--- config.mk ---
export PLATFORM = sky130hd
export DESIGN_NAME = countdown_timer
export DESIGN_NICKNAME = d
export VERILOG_FILES = /design/src/rtl/countdown_timer.sv
export SDC_FILE = /design/constraint.sdc
export NUM_CORES = 1
export LEC_CHECK = 0
export BUFFER_PORTS_ARGS = -buffer_cell sky130_fd_sc_hd__buf_4
export CAP_MARGIN = 25
export CELL_PAD_IN_SITES_DETAIL_PLACEMENT = 0
export CELL_PAD_IN_SITES_GLOBAL_PLACEMENT = 2
export CORE_MARGIN = 2
export CORE_UTILIZATION = 35
export CTS_CLUSTER_SIZE = 8
export DETAILED_ROUTE_END_ITERATION = 7
export GPL_TIMING_DRIVEN = 0
export PLACE_DENSITY = 0.95
export SETUP_SLACK_MARGIN = 0.3
export SYNTH_ARGS = -nofsm -noshare
export SYNTH_HDL_FRONTEND = slang
export SYNTH_SLANG_ARGS = --single-unit
--- constraint.sdc ---
create_clock -name clk -period 3.4 [get_ports clk]
set_input_delay 0.17 -clock clk [delete_from_list [all_inputs] [get_ports clk]]
set_output_delay 0.17 -clock clk [all_outputs]
set_load 0.02 [all_outputs]
--- src/rtl/countdown_timer.sv ---
// countdown_timer: loadable down-counter; one-cycle tick and sticky expired flag at underflow, optional auto-reload.
// Latency: every output is registered and reflects the inputs sampled on the previous rising clk edge.
// Backpressure: none; stop pauses counting with count held, a later start resumes from the held value.
// Optional build macro COUNTDOWN_PRESCALE_EN: decrement only every prescale+1 RUN cycles.
module countdown_timer #(
    parameter int WIDTH      = 32,
    parameter int PRESCALE_W = 8
) (
    input  logic                  clk,
    input  logic                  reset,
    input  logic                  load,
    input  logic [WIDTH-1:0]      load_val,
    input  logic                  start,
    input  logic                  stop,
    input  logic                  auto_reload,
    input  logic                  clear_expired,
    input  logic [PRESCALE_W-1:0] prescale,
    output logic [WIDTH-1:0]      count,
    output logic                  running,
    output logic                  tick,
    output logic                  expired
);

    localparam logic [1:0] ST_IDLE = 2'd0;
    localparam logic [1:0] ST_RUN  = 2'd1;
    localparam logic [1:0] ST_DONE = 2'd2;

    localparam logic [WIDTH-1:0] CNT_ZERO = '0;
    localparam logic [WIDTH-1:0] CNT_ONE  = WIDTH'(1);

    logic [1:0]       state;
    logic [1:0]       state_nxt;
    logic [WIDTH-1:0] reload;
    logic [WIDTH-1:0] reload_nxt;
    logic [WIDTH-1:0] count_nxt;
    logic             tick_nxt;
    logic             expired_nxt;
    logic             dec_en;   // this RUN cycle is allowed to decrement
    logic             psc_clr;  // load, stop or RUN entry restarts the prescaler

`ifdef COUNTDOWN_PRESCALE_EN
    logic [PRESCALE_W-1:0] psc_cnt;

    // A decrement slot opens each time the prescaler reaches the programmed divisor.
    always_comb begin
        dec_en = (psc_cnt == prescale);
    end

    // Prescaler only advances while running; any restart or leaving RUN parks it at 0.
    always_ff @(posedge clk or posedge reset) begin
        if (reset) begin
            psc_cnt <= '0;
        end else if (psc_clr || (state_nxt != ST_RUN) || dec_en) begin
            psc_cnt <= '0;
        end else begin
            psc_cnt <= psc_cnt + PRESCALE_W'(1);
        end
    end
`else
    // Without the divider every RUN cycle is a decrement slot.
    always_comb begin
        dec_en = 1'b1;
    end

    // prescale is kept on the port list so both builds share one pinout.
    logic unused_prescale;
    assign unused_prescale = ^{prescale, psc_clr};
`endif

    // Next-state and datapath selection; priority inside a cycle is load > stop > start > decrement.
    always_comb begin
        state_nxt   = state;
        count_nxt   = count;
        reload_nxt  = reload;
        tick_nxt    = 1'b0;
        expired_nxt = expired;
        psc_clr     = 1'b0;

        // Clearing is applied first so an underflow in the same cycle overrides it.
        if (clear_expired) begin
            expired_nxt = 1'b0;
        end

        case (state)
            ST_IDLE: begin
                if (load) begin
                    count_nxt   = load_val;
                    reload_nxt  = load_val;
                    expired_nxt = 1'b0;
                end else if (!stop && start && (count != CNT_ZERO)) begin
                    // Starting from zero would underflow immediately, so it is ignored.
                    state_nxt = ST_RUN;
                    psc_clr   = 1'b1;
                end
            end

            ST_RUN: begin
                if (load) begin
                    count_nxt   = load_val;
                    reload_nxt  = load_val;
                    expired_nxt = 1'b0;
                    psc_clr     = 1'b1;
                    // A zero load cannot be counted down, so park in IDLE.
                    if (load_val == CNT_ZERO) begin
                        state_nxt = ST_IDLE;
                    end
                end else if (stop) begin
                    state_nxt = ST_IDLE;
                    psc_clr   = 1'b1;
                end else if (dec_en) begin
                    if (count == CNT_ONE) begin
                        // Underflow: tick coincides with the count reaching 0 or reloading.
                        tick_nxt    = 1'b1;
                        expired_nxt = 1'b1;
                        if (auto_reload && (reload != CNT_ZERO)) begin
                            count_nxt = reload;
                        end else begin
                            count_nxt = CNT_ZERO;
                            state_nxt = ST_DONE;
                        end
                    end else if (count != CNT_ZERO) begin
                        count_nxt = count - CNT_ONE;
                    end else begin
                        // Never decrement through zero; a zero count in RUN just finishes.
                        state_nxt = ST_DONE;
                    end
                end
            end

            ST_DONE: begin
                count_nxt = CNT_ZERO;
                if (load) begin
                    count_nxt   = load_val;
                    reload_nxt  = load_val;
                    expired_nxt = 1'b0;
                    state_nxt   = ST_IDLE;
                end else if (clear_expired) begin
                    // Acknowledging the expiry re-arms the timer; start alone is ignored here.
                    state_nxt = ST_IDLE;
                end
            end

            default: begin
                state_nxt = ST_IDLE;
                count_nxt = CNT_ZERO;
            end
        endcase
    end

    // State and registered outputs; reset clears everything immediately.
    always_ff @(posedge clk or posedge reset) begin
        if (reset) begin
            state   <= ST_IDLE;
            count   <= '0;
            reload  <= '0;
            running <= 1'b0;
            tick    <= 1'b0;
            expired <= 1'b0;
        end else begin
            state   <= state_nxt;
            count   <= count_nxt;
            reload  <= reload_nxt;
            running <= (state_nxt == ST_RUN);
            tick    <= tick_nxt;
            expired <= expired_nxt;
        end
    end

endmodule

# == Yosys cells after proc, flatten, opt, wreduce, memory -nomap -nowiden ==
# Index checks and enable logic that the tools add are counted.
# word_totals
reg_bits,69
latch_bits,0
ram_bits,0
rom_bits,0
inputBits,47
output_inout_bits,35
memories,0
# classes
add_sub_neg,1
mul,0
div_mod_pow,0
magnitude_cmp,0
n_eq_ne,7
shifts,0
muxes,29
bitwise_logic,0
reduce_logical,12
# op_table
op,count
two-way mux 32 bit,7
one-hot mux 32 bit (3 select lines),1
nonzero test 32 bit,2
"equality test 32 x 1 -> 1 bit, second input constant",1
logical NOT 32 bit,1
"subtractor 32 x 1 -> 32 bit, second input constant",1
two-way mux 2 bit,10
two-way mux 1 bit,9
one-hot mux 2 bit (3 select lines),1
"equality test 2 x 1 -> 1 bit, second input constant",2
"inequality test 4 bit, second input constant",1
logical AND 1 bit,3
"inequality test 3 bit, second input constant",1
AND reduction 3 bit,1
OR reduction 3 bit,1
"equality test 2 bit, second input constant",1
logical NOT 2 bit,1
"inequality test 2 bit, second input constant",1
one-hot mux 1 bit (2 select lines),1
AND reduction 2 bit,1
OR reduction 2 bit,1
logical NOT 1 bit,1

# == Longest topological paths before layout ==
# depth
depth_word,8
mapped_depth,9
depth_no_buf,8

# == Least setup slack after synthesis ==
# No wires, ideal clock.
# synth_timing
kind,reg2reg
startpoint,register count[0]
endpoint,register count[29]
setup_ps,121
arrival_time_ps,2119
required_time_ps,3279
setup_slack_ps,1159
stages_incl_launch_ff,10
synth_period_minus_slack_ps,2241
cell_sequence,dfrtp_1 inv_1 ha_1 nor2b_1 and4b_1 a41oi_2 a21boi_1 buf_2 a21o_1 o22a_1
# synth_between
elab_chain_cells,6
elab_cells_between_ends,10
# synth_lines
item,line,rtl
"start, declared",18,"output logic [WIDTH-1:0] count,"
"start signal, assigned",161,count <= count_nxt;
subtractor 32 x 1 -> 32 bit,122,count_nxt = count - CNT_ONE;
two-way mux 32 bit,121,end else if (count != CNT_ZERO) begin
two-way mux 32 bit,111,if (count == CNT_ONE) begin
two-way mux 32 bit,107,end else if (stop) begin
two-way mux 32 bit,98,if (load) begin
one-hot mux 32 bit (3 select lines),84,case (state)
# Parallel ways exist; a longest one is shown, timed or not. The select of a mux whose other input is x is not followed.
# A chain may end at the register's enable or synchronous reset.

# == Worst setup path in the final report ==
# layout_timing
startpoint,register count[0]
endpoint,register count[19]
# The elaborated chain is that of the path after synthesis.

==> impl_metrics.env <==
export IMPL_status="finished clean"
export IMPL_ctsHoldBuffers=0
export IMPL_ys_flop_type="dfrtp_1"
export IMPL_fin_skew_ns=0.00673
export IMPL_ys_seq_area_share_pct=43.0
export IMPL_cap_violations=0
export IMPL_fin_crit_sh_pct=83.9
export IMPL_drtPass1Iterations=5
export IMPL_period_minus_slack_ns=2.85
export IMPL_route_detailed_drc=0
export IMPL_end_kind="flip-flop"
export IMPL_hold_path_class="in2async"
export IMPL_area_delta_synth_final_pct=25.2
export IMPL_power_frac_comb_pct=21.4
export IMPL_syn_area_per_cell_um2=8.61
export IMPL_worst_ep_arrival_time_ns=3.08
export IMPL_die_height_um=111
export IMPL_slew_limit_headroom_pct=36.6
export IMPL_synth_seq_cells=69
export IMPL_final_cell_area_mm2=0.00503
export IMPL_htree_levels=3
export IMPL_nets=599
export IMPL_cts_clk_slew_worst_paths_ns=0.06
export IMPL_rsz0062_at_grt="false"
export IMPL_setup_viol=0
export IMPL_dieWidth_um=111
export IMPL_worst_path_most_repeated_cell="nor3_1"
export IMPL_std_cell_rows=39
export IMPL_swShare_pct=31.9
export IMPL_ys_warn_count=0
export IMPL_post_cts_buffers=0
export IMPL_drive_gt1_share_pct=20.4
export IMPL_p_per_area_mw_per_mm2=500
export IMPL_dieArea_mm2=0.0124
export IMPL_antenna_found_initial=0
export IMPL_critPathSlowestCell="nor3_1"
export IMPL_crit_path_cell_trace="nor3_1, nand3_1, clkbuf_1, nor3_1, xnor2_1, a211oi_1, a221o_1"
export IMPL_ys_async_sr_fraction_pct=100
export IMPL_tns_ns=0
export IMPL_synth_edf_count=0
export IMPL_grt_pass1_vias=4092
export IMPL_ios=82
export IMPL_antenna_cells=0
export IMPL_grt_total_usage_pct=24.1
export IMPL_initial_core_util_pct=35.5
export IMPL_clk_path_buf_depth=2
export IMPL_dp_hpwl_um=10400
export IMPL_numPortBuffers=72
export IMPL_insertion_delay_ns=0.34
export IMPL_syn_area_mm2=0.00402
export IMPL_core_mm2=0.0113
export IMPL_placed_area_mm2=0.00474
export IMPL_p_sw_uw=804
export IMPL_cp_max_fo=10
export IMPL_grt_max_degree=70
export IMPL_vias_per_cell=5.91
export IMPL_seqPwrFrac_pct=41.3
export IMPL_clockPowerShare_pct=37.3
export IMPL_startpoint_type="flip-flop"
export IMPL_drt_iter0_markers=280
export IMPL_leakage_nw=2.23
export IMPL_grt_overflow=0
export IMPL_p_int_mw=1.72
export IMPL_hold_viol=0
export IMPL_fmax_mhz=350
export IMPL_antenna_left=0
export IMPL_avgRoutedWirePerCell_um=20.8
export IMPL_cpPeakStageDelay_ns=0.77
export IMPL_grt_first_pass_wirelength_um=22900
export IMPL_worst_path_buf_inv=1
export IMPL_critical_path_class="reg2reg"
export IMPL_cts_root_buf="clkbuf_16"
export IMPL_slew_violations=0
export IMPL_synth_nets=516
export IMPL_critPathRequiredTime_ns=3.63
export IMPL_gp_congestion=0.922
export IMPL_max_slew_worst_pin_slew_ns=0.951
export IMPL_dr_total_vias=4123
export IMPL_ir_worst_vdd_v=0.000188
export IMPL_ys_types=57
export IMPL_numCtsBuffers=9
export IMPL_postSynthCellCount=467
export IMPL_cts_sinks=69
export IMPL_crit_family="simple AND/OR/NAND/NOR gates"
export IMPL_wirelength_um=14600
export IMPL_cts_resized=0
export IMPL_cts_tree="yes"
cells by family (layout without fill, tap and decap cells):
group | after synthesis | in the layout | share of synthesized area, %
XOR/XNOR | 19 | 19 | 4.14
AND/OR/NAND/NOR | 239 | 239 | 29.3
flip-flops | 69 | 69 | 43.0
buffers and inverters | 33 | 121 | 3.73
multiplexers | 2 | 2 | 0.498
adder cells (fa/ha/maj) | 2 | 2 | 0.622
AO/OA/AOI/OAI | 103 | 103 | 18.8
layout by cell type (no fill, tap or decap), drive strengths merged, types with 3 or more instances in the layout:
cell / instances
nand2: 118
nand2b: 3
a32oi: 3
nor2: 30
or4: 7
or3: 3
a22oi: 3
clkinv: 4
and2: 4
xor2: 8
o21ai: 16
dfrtp: 69
a21oi: 26
a211o: 9
clkbuf: 25
nand4: 6
a2bb2oi: 3
a211oi: 8
a221o: 8
o211ai: 9
o41ai: 3
nand3: 13
nor3: 21
xnor2: 11
buf: 83
inv: 8
nor4: 26
metrics by stage:
| stage | cells | hold WS (ns) | setup slack [ns] | utilization, % | power (mW) |
|---|---|---|---|---|---|
| 2_1_floorplan | 467 | 0.256 | 1.16 | - | 1.34 |
| 3_3_place_gp | 682 | 0.373 | 0.576 | 41.9 | 1.58 |
| 3_5_place_dp | 682 | 0.385 | 0.660 | 41.9 | 1.58 |
| 4_1_cts | 698 | 0.0298 | 0.641 | 44.5 | 2.53 |
| 5_1_grt | 698 | 0.0397 | 0.378 | 44.5 | 2.63 |
| 6_report | 698 | 0.0248 | 0.546 | 44.5 | 2.52 |
state kept, by name, summed over array words and instances, names as in the netlist:
register and flops:
reload 32, state 2, expired 1, count 32, tick 1, running 1
power groups by stage:
stage	clock (mW)	combinational (mW)	sequential, mW
finish	0.940	0.538	1.04
global placement	0	0.527	1.05
floorplan	0	0.257	1.08
CTS	0.951	0.537	1.04
global route	0.986	0.584	1.06
detailed placement	0	0.533	1.05
path summary, 6_finish.rpt:
| check | slack (ns) | start | endpoint | cells past startpoint |
|---|---|---|---|---|
| min reg2reg | 0.51 | reload[23]$_DFFE_PP0P_ | reload[23]$_DFFE_PP0P_ | 2 |
| max | 0.55 | count[0]$_DFFE_PP0P_ | count[19]$_DFFE_PP0P_ | 7 |
| min in group clk | 0.03 | load_val[28] | reload[28]$_DFFE_PP0P_ | 3 |
| max reg2reg | 0.55 | count[0]$_DFFE_PP0P_ | count[19]$_DFFE_PP0P_ | 7 |
| min | 0.02 | reset | reload[1]$_DFFE_PP0P_ | 2 |
| max in group asynchronous | 2.80 | reset | count[10]$_DFFE_PP0P_ | 2 |
layer usage:
| layer | GRT usage [%] | part of all wire, % |
|---|---|---|
| met5 | 0 | 0 |
| met4 | 10.3 | 3.1 |
| met3 | 6.89 | 8.8 |
| met2 | 36.1 | 46 |
| met1 | 32.6 | 42 |
area by class of cell:
type	count	area [um2]
Fill cell	1145	6290
Tap cell	143	179
Buffer	25	120
Inverter	8	32.5
Clock inverter	5	50.0
Clock buffer	11	243
Multi-Input combinational cell	365	2140
Sequential cell	69	1730
Timing Repair Buffer	72	541
synth_stat cells (2+ instances only):
library cell / count / area share [%]
a211o_1: 9 / 2.0
a211oi_1: 8 / 1.5
a21oi_1: 26 / 3.2
a221o_1: 8 / 2.0
a221oi_1: 2 / 0.44
a22oi_1: 3 / 0.56
a2bb2oi_1: 3 / 0.65
a32oi_1: 3 / 0.65
and2_1: 4 / 0.62
and3_1: 2 / 0.31
buf_2: 6 / 0.75
buf_4: 3 / 0.56
clkbuf_1: 14 / 1.3
dfrtp_1: 69 / 43
ha_1: 2 / 0.62
inv_1: 8 / 0.75
mux2i_1: 2 / 0.50
nand2_1: 118 / 11
nand2b_1: 3 / 0.47
nand3_1: 13 / 1.6
nand3b_1: 2 / 0.37
nand4_1: 5 / 0.78
nor2_1: 30 / 2.8
nor3_1: 18 / 2.2
nor3_2: 3 / 0.75
nor4_1: 21 / 3.3
nor4_2: 4 / 1.2
o211ai_1: 8 / 1.5
o21ai_0: 14 / 1.7
o21ai_1: 2 / 0.25
o41ai_1: 3 / 0.65
or3_1: 3 / 0.47
or4_1: 7 / 1.3
xnor2_1: 11 / 2.4
xor2_1: 8 / 1.7
(Power assumes the default switching activity.)
